--- src/rtl/ale_pkg.sv ---
// ---------------------------------------------------------------------------
// ale_pkg
// Shared definitions for the atmospheric-light estimator:
//   - ale_state_e : controller states (ACCUM / DIVIDE / PUBLISH)
//   - MODE_*      : selection key used to pick the brightest candidate pixel
//   - key_width() : width of the selection key for a given mode
// ---------------------------------------------------------------------------
package ale_pkg;

    typedef enum logic [1:0] {
        ST_ACCUM   = 2'd0,  // scanning pixels of the current frame
        ST_DIVIDE  = 2'd1,  // reciprocal dividers running
        ST_PUBLISH = 2'd2   // one cycle: results registered to the outputs
    } ale_state_e;

    // Selection key: minimum over channels (dark-channel maximum) or the
    // channel sum (brightness maximum).
    localparam int MODE_MAX_DARK = 0;
    localparam int MODE_MAX_SUM  = 1;

    // A channel minimum fits in DW bits; a sum of ch channels needs
    // clog2(ch) extra bits to hold ch * (2^dw - 1) without overflow.
    function automatic int key_width(input int dw, input int ch, input int mode);
        return (mode == MODE_MAX_SUM) ? dw + $clog2(ch) : dw;
    endfunction

endpackage

--- src/rtl/ale_recip_div.sv ---
// ---------------------------------------------------------------------------
// ale_recip_div
// Restoring reciprocal divider: quot = floor(2^INV_W / divisor), saturated to
// 2^INV_W-1. One quotient bit per cycle, INV_W iterations after start.
//
// Ports
//   clk, rst   : clock, synchronous active-high reset
//   start_i    : load divisor_i and begin a new division (restarts if busy)
//   divisor_i  : DW-bit divisor, sampled on the start edge
//   done_o     : one-cycle pulse, high the cycle after the last iteration
//   quot_o     : quotient; stable from done_o until the next start
// ---------------------------------------------------------------------------
module ale_recip_div #(
    parameter int DW    = 8,
    parameter int INV_W = 16
) (
    input  logic             clk,
    input  logic             rst,
    input  logic             start_i,
    input  logic [DW-1:0]    divisor_i,
    output logic             done_o,
    output logic [INV_W-1:0] quot_o
);

    localparam int CNT_W = $clog2(INV_W + 1);

    logic [DW-1:0]    rem_q, rem_d;
    logic [DW-1:0]    div_q;
    logic [INV_W-1:0] quot_q;
    logic [CNT_W-1:0] cnt_q;
    logic             busy_q;
    logic             sat_q;
    logic             done_q;

    logic [DW:0]      trial;
    logic             fits;

    // The dividend is a 1 followed by INV_W zeros. For divisor >= 2 the
    // leading 1 never fits, so the remainder starts at 1 and the remaining
    // INV_W steps each bring down a 0. A borrow out of the trial subtraction
    // (trial[DW]) means the shifted remainder was smaller than the divisor.
    always_comb begin
        trial = {rem_q, 1'b0} - {1'b0, div_q};
        fits  = ~trial[DW];
        rem_d = fits ? trial[DW-1:0] : {rem_q[DW-2:0], 1'b0};
    end

    always_ff @(posedge clk) begin
        // NOTE: sequential state is written with non-blocking (<=) so every
        // register in this block samples the values from before the edge.
        if (rst) begin
            rem_q  <= '0;
            div_q  <= '0;
            quot_q <= '0;
            cnt_q  <= '0;
            busy_q <= 1'b0;
            sat_q  <= 1'b0;
            done_q <= 1'b0;
        end else begin
            done_q <= 1'b0;
            if (start_i) begin
                rem_q  <= DW'(1);
                div_q  <= divisor_i;
                quot_q <= '0;
                cnt_q  <= CNT_W'(INV_W);
                busy_q <= 1'b1;
                // 2^INV_W / 1 (or / 0) does not fit in INV_W bits.
                sat_q  <= (divisor_i <= DW'(1));
            end else if (busy_q) begin
                rem_q  <= rem_d;
                quot_q <= {quot_q[INV_W-2:0], fits};
                cnt_q  <= cnt_q - 1'b1;
                if (cnt_q == CNT_W'(1)) begin
                    busy_q <= 1'b0;
                    done_q <= 1'b1;
                end
            end
        end
    end

    assign done_o = done_q;
    assign quot_o = sat_q ? '1 : quot_q;

endmodule

--- src/rtl/ale_stream_param.sv ---
// ---------------------------------------------------------------------------
// ale_stream_param
// Streaming atmospheric-light estimator. Over each IMG_W*IMG_H frame it keeps
// the pixel with the largest key (channel minimum or channel sum, first
// maximum wins), clamps each channel to at least A_MIN, computes per-channel
// reciprocals 2^INV_W / A, and publishes both with a one-cycle ale_valid.
//
// Ports
//   clk, rst        : clock, synchronous active-high reset
//   input_pixel     : CH*DW pixel, channel k at [k*DW +: DW]
//   input_is_valid  : pixel qualifier
//   input_sof       : start of frame (qualified by input_is_valid)
//   input_ready     : high while scanning; pixel accepted on valid && ready
//   a_out           : clamped atmospheric light, same packing as input_pixel
//   inv_a           : reciprocals, channel k at [k*INV_W +: INV_W]
//   ale_valid       : one-cycle pulse when a_out/inv_a are updated
// ---------------------------------------------------------------------------
module ale_stream_param
    import ale_pkg::*;
#(
    parameter int DW    = 8,
    parameter int CH    = 3,
    parameter int IMG_W = 512,
    parameter int IMG_H = 512,
    parameter int INV_W = 16,
    parameter int MODE  = 0,
    parameter int A_MIN = 1
) (
    input  logic                clk,
    input  logic                rst,
    input  logic [CH*DW-1:0]    input_pixel,
    input  logic                input_is_valid,
    input  logic                input_sof,
    output logic                input_ready,
    output logic [CH*DW-1:0]    a_out,
    output logic [CH*INV_W-1:0] inv_a,
    output logic                ale_valid
);

    localparam int            NPIX    = IMG_W * IMG_H;
    localparam int            CW      = (NPIX > 1) ? $clog2(NPIX) : 1;
    localparam int            KW      = key_width(DW, CH, MODE);
    localparam logic [DW-1:0] A_MIN_V = DW'(A_MIN);

    // Controller
    ale_state_e state_q, state_d;
    logic       publish;

    // Frame scan
    logic [CW-1:0]    cnt_q;
    logic             first_q;
    logic [CH*DW-1:0] cand_pix_q;
    logic [KW-1:0]    cand_key_q;

    // Outputs
    logic [CH*DW-1:0]    a_out_q;
    logic [CH*INV_W-1:0] inv_a_q;
    logic                ale_valid_q;

    // Combinational helpers
    logic [DW-1:0]       key_min;
    logic [KW-1:0]       key_sum;
    logic [KW-1:0]       pix_key;
    logic                accept;
    logic [CW-1:0]       pos;
    logic                frame_first;
    logic                frame_last;
    logic                frame_done;
    logic                take;
    logic [CH*DW-1:0]    cand_pix_nxt;
    logic [CH*DW-1:0]    div_a;
    logic [CH*DW-1:0]    pub_a;
    logic [CH-1:0]       div_done;
    logic [CH*INV_W-1:0] quot;
    logic                all_done;

    // ------------------------------------------------------------------
    // Selection key of the incoming pixel
    // ------------------------------------------------------------------
    always_comb begin
        key_min = '1;
        key_sum = '0;
        for (int k = 0; k < CH; k++) begin
            if (input_pixel[k*DW +: DW] < key_min) begin
                key_min = input_pixel[k*DW +: DW];
            end
            key_sum = key_sum + KW'(input_pixel[k*DW +: DW]);
        end
        pix_key = (MODE == MODE_MAX_SUM) ? key_sum : KW'(key_min);
    end

    // ------------------------------------------------------------------
    // Frame bookkeeping. A start-of-frame pixel restarts the scan at
    // position 0 whatever the counter says, dropping any partial frame.
    // ------------------------------------------------------------------
    assign accept       = input_is_valid && input_ready;
    assign pos          = input_sof ? '0 : cnt_q;
    assign frame_first  = input_sof || first_q;
    assign frame_last   = (pos == CW'(NPIX - 1));
    assign frame_done   = accept && frame_last;
    assign take         = frame_first || (pix_key > cand_key_q);

    // Candidate as it will be after this edge; the dividers start on the
    // same edge that accepts the last pixel, so they need this look-ahead.
    assign cand_pix_nxt = (accept && take) ? input_pixel : cand_pix_q;

    // ------------------------------------------------------------------
    // Per-channel clamp and reciprocal dividers
    // ------------------------------------------------------------------
    for (genvar k = 0; k < CH; k++) begin : g_ch
        logic [DW-1:0] nxt_c;
        logic [DW-1:0] cur_c;

        assign nxt_c = cand_pix_nxt[k*DW +: DW];
        assign cur_c = cand_pix_q[k*DW +: DW];
        assign div_a[k*DW +: DW] = (nxt_c < A_MIN_V) ? A_MIN_V : nxt_c;
        assign pub_a[k*DW +: DW] = (cur_c < A_MIN_V) ? A_MIN_V : cur_c;

        ale_recip_div #(
            .DW    (DW),
            .INV_W (INV_W)
        ) u_div (
            .clk       (clk),
            .rst       (rst),
            .start_i   (frame_done),
            .divisor_i (div_a[k*DW +: DW]),
            .done_o    (div_done[k]),
            .quot_o    (quot[k*INV_W +: INV_W])
        );
    end

    // All dividers start together and take the same number of cycles.
    assign all_done = &div_done;

    // ------------------------------------------------------------------
    // Controller: state register
    // ------------------------------------------------------------------
    always_ff @(posedge clk) begin
        if (rst) begin
            state_q <= ST_ACCUM;
        end else begin
            state_q <= state_d;
        end
    end

    // Controller: next state
    always_comb begin
        // NOTE: default assignment first, so no path through the case leaves
        // state_d unassigned and a latch cannot be inferred.
        state_d = state_q;
        unique case (state_q)
            ST_ACCUM:   if (frame_done) state_d = ST_DIVIDE;
            ST_DIVIDE:  if (all_done)   state_d = ST_PUBLISH;
            ST_PUBLISH:                 state_d = ST_ACCUM;
            default:                    state_d = ST_ACCUM;
        endcase
    end

    // Controller: outputs
    always_comb begin
        input_ready = 1'b0;
        publish     = 1'b0;
        unique case (state_q)
            ST_ACCUM:   input_ready = 1'b1;
            ST_PUBLISH: publish     = 1'b1;
            default:    ;
        endcase
    end

    // ------------------------------------------------------------------
    // Datapath registers
    // ------------------------------------------------------------------
    always_ff @(posedge clk) begin
        if (rst) begin
            cnt_q       <= '0;
            first_q     <= 1'b1;
            cand_pix_q  <= '0;
            cand_key_q  <= '0;
            a_out_q     <= '0;
            inv_a_q     <= '0;
            ale_valid_q <= 1'b0;
        end else begin
            ale_valid_q <= 1'b0;

            if (accept) begin
                cnt_q   <= frame_last ? '0 : pos + 1'b1;
                first_q <= frame_last;
                if (take) begin
                    cand_pix_q <= input_pixel;
                    cand_key_q <= pix_key;
                end
            end

            // The candidate is frozen while not scanning, so pub_a equals the
            // divisors the quotients were computed from.
            if (publish) begin
                a_out_q     <= pub_a;
                inv_a_q     <= quot;
                ale_valid_q <= 1'b1;
            end
        end
    end

    assign a_out     = a_out_q;
    assign inv_a     = inv_a_q;
    assign ale_valid = ale_valid_q;

endmodule

--- config.mk ---
export PLATFORM = sky130hd
export DESIGN_NAME = ale_stream_param
export DESIGN_NICKNAME = d
export VERILOG_FILES = /design/src/rtl/ale_pkg.sv /design/src/rtl/ale_recip_div.sv /design/src/rtl/ale_stream_param.sv
export SDC_FILE = /design/constraint.sdc
export NUM_CORES = 1
export LEC_CHECK = 0
export CAP_MARGIN = 40
export CORE_MARGIN = 3
export CORE_UTILIZATION = 30
export CTS_CLUSTER_DIAMETER = 30
export DETAILED_ROUTE_END_ITERATION = 8
export MAX_ROUTING_LAYER = met4
export PLACE_DENSITY = 0.51
export SYNTH_ARGS = -nofsm -noshare
export SYNTH_HDL_FRONTEND = slang
export SYNTH_SLANG_ARGS = --single-unit
--- constraint.sdc ---
create_clock -name clk -period 7.4 [get_ports clk]
set_input_delay 1.11 -clock clk [delete_from_list [all_inputs] [get_ports clk]]
set_output_delay 1.11 -clock clk [all_outputs]
set_load 0.05 [all_outputs]
## Word-level counts from Yosys, hierarchy flattened

Cells that the tools add are included.

| storage, ports and cells | value |
|---|---|
| bits in registers | 246 |
| input bits | 28 |

| operators by class | value |
|---|---|
| add/sub/neg operators | 7 |
| $lt $le $gt $ge | 13 |
| eq/ne operators | 8 |
| mux-type cells | 48 |
| bitwise logic cells | 6 |
| reductions and logical operators | 16 |

Operators by type and width:

| kind | count |
|---|---|
| 8-bit two-way mux | 12 |
| 8-bit by 1-bit less-than comparator with 1-bit output, second input constant | 6 |
| 16-bit two-way mux | 3 |
| 18-bit two-way mux | 2 |
| 5-bit two-way mux | 6 |
| 9-bit by 8-bit subtractor with 9-bit output | 3 |
| 8-bit by 1-bit less-or-equal comparator with 1-bit output, second input constant | 3 |
| 24-bit two-way mux | 1 |
| 1-bit two-way mux | 21 |
| 18-bit by 1-bit adder with 18-bit output, second input constant | 1 |
| 18-bit equality test, second input constant | 1 |
| 8-bit less-than comparator | 2 |
| 5-bit by 1-bit equality test with 1-bit output, second input constant | 3 |
| 5-bit by 1-bit subtractor with 5-bit output, second input constant | 3 |
| 3-bit OR reduction | 3 |
| 8-bit greater-than comparator | 1 |
| 8-bit less-than comparator, second input constant | 1 |
| 1-bit inverter | 6 |
| 2-bit nonzero test | 3 |
| 2-bit two-way mux | 2 |
| 2-bit inequality test, second input constant | 2 |
| 2-bit one-hot mux with 2 select lines | 1 |
| 2-bit AND reduction | 2 |
| 1-bit logical AND | 3 |
| other kinds (6) | 7 |

## Longest topological paths before layout

| logic depth | value |
|---|---|
| depth after elaboration | 13 |
| gate-level depth with buffers | 25 |
| mapped depth without buffers | 22 |

## Modules after synthesis

Synthesis repeated with hierarchy kept, for this count alone.

| unflattened totals | value |
|---|---|
| cells, all modules | 1390 |
| area, all modules | 11906.4 sq um |

By module, submodules not included:

| module | times used | cells each | area each (sq um) | seq. area each (sq um) |
|---|---|---|---|---|
| ale_recip_div | 3 | 225 | 2021.9 | 800.8 |
| ale_stream_param | 1 | 715 | 5840.6 | 2522.4 |

## Worst setup path before layout

OpenSTA, ideal clock, no wires.

| timing path | value |
|---|---|
| kind | input to register |
| from | input port input_pixel[5] |
| to | register g_ch[0].u_div.div_q[6] |
| library setup time | 0.086 ns |
| data arrival time | 5.786 ns |
| slack | 1.528 ns |
| stages on the path | 25 |
| buffers on the path | 4 |
| cells stage by stage | inv_1 ha_1 a211oi_1 nor2_1 a311o_1 nand2_1 a21oi_1 ha_1 a211oi_1 nor2_1 nor4_4 nand4_2 and3_4 buf_6 buf_8 a21oi_1 ha_1 nor2b_1 o211ai_1 a21oi_1 o21ai_1 buf_2 buf_2 a21oi_1 a211oi_1 |

| on the way | value |
|---|---|
| longest elaborated chain between the ends | 12 |

Ends and longest elaborated chain:

| item | line | text |
|---|---|---|
| start, declared | ale_stream_param.sv:31 | `input logic [CH*DW-1:0] input_pixel,` |
| 8-bit less-than comparator | ale_stream_param.sv:84 | `if (input_pixel[k*DW +: DW] < key_min) begin` |
| 8-bit two-way mux (*) | ale_stream_param.sv:84 |  |
| 8-bit less-than comparator | ale_stream_param.sv:84 |  |
| 8-bit two-way mux (*) | ale_stream_param.sv:84 |  |
| 8-bit less-than comparator | ale_stream_param.sv:84 |  |
| 8-bit two-way mux (*) | ale_stream_param.sv:84 |  |
| named net key_min[1] | ale_stream_param.sv:61 | `logic [DW-1:0] key_min;` |
| 8-bit greater-than comparator (*) | ale_stream_param.sv:101 | `assign take = frame_first \|\| (pix_key > cand_key_q);` |
| 1-bit logical OR (*) | ale_stream_param.sv:101 |  |
| 1-bit logical AND (*) | ale_stream_param.sv:105 | `assign cand_pix_nxt = (accept && take) ? input_pixel : cand_pix_q;` |
| 24-bit two-way mux (*) | ale_stream_param.sv:105 |  |
| 8-bit by 1-bit less-than comparator with 1-bit output | ale_stream_param.sv:116 | `assign div_a[k*DW +: DW] = (nxt_c < A_MIN_V) ? A_MIN_V : nxt_c;` |
| 8-bit two-way mux (*) | ale_stream_param.sv:116 |  |
| end signal, assigned | ale_recip_div.sv:63 | `div_q <= divisor_i;` |
| end, declared | ale_recip_div.sv:28 | `logic [DW-1:0] div_q;` |

The timed path passes the listed nets; every way through them passes the cells marked *.
A chain may end at the register's enable or synchronous reset.

## Worst setup path after layout

| timing path | value |
|---|---|
| from | input port input_pixel[3] |
| to | register g_ch[1].u_div.div_q[1] |

| on the way | value |
|---|---|
| longest elaborated chain between the ends | 12 |

Ends and longest elaborated chain:

| item | line |
|---|---|
| 8-bit less-than comparator | ale_stream_param.sv:84 |
| 8-bit two-way mux (*) | ale_stream_param.sv:84 |
| 8-bit less-than comparator | ale_stream_param.sv:84 |
| 8-bit two-way mux (*) | ale_stream_param.sv:84 |
| 8-bit less-than comparator | ale_stream_param.sv:84 |
| 8-bit two-way mux (*) | ale_stream_param.sv:84 |
| named net key_min[1] | ale_stream_param.sv:61 |
| 8-bit greater-than comparator (*) | ale_stream_param.sv:101 |
| 1-bit logical OR (*) | ale_stream_param.sv:101 |
| 1-bit logical AND (*) | ale_stream_param.sv:105 |
| 24-bit two-way mux (*) | ale_stream_param.sv:105 |
| 8-bit by 1-bit less-than comparator with 1-bit output | ale_stream_param.sv:116 |
| 8-bit two-way mux (*) | ale_stream_param.sv:116 |
| end signal, assigned | ale_recip_div.sv:63 |
| end, declared | ale_recip_div.sv:28 |

Marked as above.

==> run summary <==
Outcome: finished, final reports clean
Num rows: 70
CTS clk-pin slew, worst paths: 0.04 ns
Crit path kind: input pin to register
Dpl cell area: 12,700 sq um
Main synth FF type: dfxtp_1
Clk pwr share: 66.3%
P_leak: 5.65 nW
Worst path cell trace: clkdlybuf4s50_1 > inv_1 > ha_1 > nand2_1 > o21ai_1 > a311o_1 > nand2_1 > a21oi_1 > ha_1 > a211oi_1 > nor2_1 > nor4_4 > nand4_2 > and3_4 > a21oi_1 > ha_1 > nor2b_1 > o211ai_1 > a21oi_1 > o21ai_4 > buf_12 > mux2i_1 > a211oi_1
Initial antenna violation count: 0
Worst Hold Slack: 0.452 ns
Layout net count: 1,481
HP Start: a_out[17]
Cell area after layout: 15,100 sq um
Worst Setup Slack, final: 1.05 ns
Clock tree sinks: 246
Switching share of power: 20.8%
Die W: 200 um
Max-Cap Viols: 0
# IOs: 102
Area Overhead vs Synth: 34.0%
Worst Hold Class: register to register
Max Root-Sink Buffers: 3
ANT nets after route: 0
Cell with the most instances after synthesis: dfxtp_1
Vias: 9,442
Core Area: 36,800 sq um
Drt total wl: 29,500 um
Dpl hpwl: 19,800 um
Routed WL per cell: 15.4 um
Reg2reg start: cnt_q[0]
Pwr Total: 4.73 mW
Clk_lat worst skew: 0.54 ns
Synth Cell Area: 11,300 sq um
Cell taking the most area after synthesis: dfxtp_1
Synth top cells by count: dfxtp_1 (246), nor2_1 (220), nor3_1 (114)
CP required: 7.78 ns
Post-synthesis register bit count: 246
Hold depth: 2
CP Launch Type: input pin
Seq pwr share: 28.7%
CTS tree: built
Total GRT Usage: 15.6%
EDFF count, synth: 0
Drt first pass iters: 5
Largest cells by area after synthesis: dfxtp_1 (44%), mux2i_1 (8.3%), nor2_1 (7.3%), ha_1 (5.4%), nor3_1 (5.1%)
Slowest CP cell: clkdlybuf4s50_1
Post-synth cell types: 63
Area fraction of the dominant cell type after synthesis: 43.7%
Cts hold-fix bufs: 0
Port Buf Inserts: 101
Max Slew Vio Count: 0
# Post-CTS Setup Buffers: 0
Synth warn: 0
Reg2reg end: g_ch[1].u_div.done_o
P_int: 3.74 mW
Largest net degree at the start of global routing: 78
Starting density of the core: 30.7%
Hold Path Sink: a_out[17]
Sequential share of the synthesized area: 43.7%
Drc violations: 0
Clock Tree Root: clkbuf_16
Share of async-settable or async-resettable flops after synthesis: 0%
Gate Count Post-Synth: 1,296
Final min period: 6.35 ns
Worst reg-to-reg path cell count: 9
Unrepaired setup endpoints after global routing: false
Vias per cell: 4.92
FMAX: 157 MHz
Final setup fails: 0
CP Capture Type: register
CTS resizes: 0
Die height: 200 um
Cts bufs inserted: 66
Overflow after GRT: 0
Clk_skew: 0.0170 ns
Final hold violation count: 0
R2R Setup Slk: 4.49 ns
Synth Area per Inst: 8.70 sq um
H-tree Lvls: 3
Drt initial violations: 452
Slew HR: 41.1%
Post-synth net total: 1,376
PwrDens: 313 nW/um^2
First-pass GRT wire length: 48,800 um
CP Max Fanout: 44
Switch Pwr: 985 uW
Number of global-route vias before repair: 9,393
Crit path DAT: 6.73 ns
GP Congestion: 0.871
CP peak stage delay: 0.48 ns
Final worst path period share: 85.8%
Worst slack, placed: 0.563 ns
Worst Tran Pin Value: 0.884 ns
Logic pwr share: 5.0%
Layout cells sized above 1: 9.85%
VDD IR max: 140 uV
Setup TNS: 0 ns
Ant diodes: 0
Die area: 39,900 sq um
==> metrics by stage <==
stage	cells	utilization, %
after floorplan	1296	-
after CTS	1920	41.1
after detailed placement	1801	34.5
after global routing	1920	41.1
after global placement	1799	34.4
final	1920	41.1
==> worst max-delay path: cells and delay by family <==
kind                       cells  cell delay (ns)
buffers and inverters          3             0.85
AOI/OAI and AO/OA              9             1.90
and+or+nand+nor                7             1.50
adders and majority gates      3             0.94
muxes                          1             0.38
==> placed cells by master (no fill, tap or decap), types with 8 or more instances in the layout <==
cell type        instances
a211oi_1                45
a21oi_1                 78
a31oi_1                 10
and2_1                  12
buf_4                   12
bufinv_16               18
clkbuf_1                 9
clkbuf_16               67
clkdlybuf4s50_1        100
clkinv_2                12
dfxtp_1                246
ha_1                    49
inv_1                   49
mux2i_1                 94
nand2_1                 64
nand3_1                 10
nand4_1                  9
nor2_1                 220
nor2b_1                 22
nor3_1                 114
nor4_1                   9
nor4b_1                  8
o21a_1                  16
o21ai_0                 45
xnor2_1                 28
==> routing by layer <==
metal | GRT usage [%] | part of all wire [%] | vias up
li1 | - | - | 4795
met1 | 20.2 | 48 | 4443
met2 | 24.2 | 46 | 159
met3 | 3.26 | 4.4 | 45
met4 | 5.53 | 1.9 | 0
met5 | - | 0 | -
==> power groups by stage <==
stage,Sequential (mW),Clock (mW),Combinational [mW]
6_report,1.36,3.13,0.236
5_1_grt,1.36,3.29,0.265
4_1_cts,1.36,3.20,0.236
3_5_place_dp,1.38,0,0.235
3_3_place_gp,1.38,0,0.230
2_1_floorplan,1.38,0,0.173
==> state kept, by name, summed over array words and instances, names as in the netlist, 15 cells and up <==
register           flops
cnt_q                 18
g_ch.u_div.rem_q      24
a_out                 24
inv_a                 48
g_ch.u_div.div_q      24
g_ch.u_div.quot_q     48
cand_pix_q            24
g_ch.u_div.cnt_q      15
==> logic make-up (layout without fill, tap and decap cells) <==
group	count (synthesis)	count (layout)	share of synthesized area, %
simple gates	518	518	21.9
flops	246	246	43.7
compound gates	229	229	13.0
buf+inv	126	282	4.67
mux	94	94	8.34
fa+ha+maj	52	52	5.97
xor+xnor	31	31	2.41
==> how the worst max path moves through the flow <==
stage                         from  slack (ns)                      to  depth (start not counted)
floorplan           input_pixel[5]        1.53  g_ch[0].u_div.div_q[6]                         25
global placement    input_pixel[5]        0.62  g_ch[1].u_div.div_q[1]                         23
detailed placement  input_pixel[5]        0.56  g_ch[1].u_div.div_q[1]                         23
CTS                 input_pixel[5]        1.12  g_ch[1].u_div.div_q[1]                         23
global route        input_pixel[3]        0.62  g_ch[0].u_div.div_q[0]                         24
finish              input_pixel[3]        1.05  g_ch[1].u_div.div_q[1]                         23
==> cell type report <==
cell class,count,area (sq um)
clock inverters,39,673
well taps,468,586
multi-input cells,924,5850
flip-flops and latches,246,4920
inverters,49,184
clock buffers,80,1770
fillers,3668,21700
repair buffers,114,1130
(Power assumes the default switching activity.)
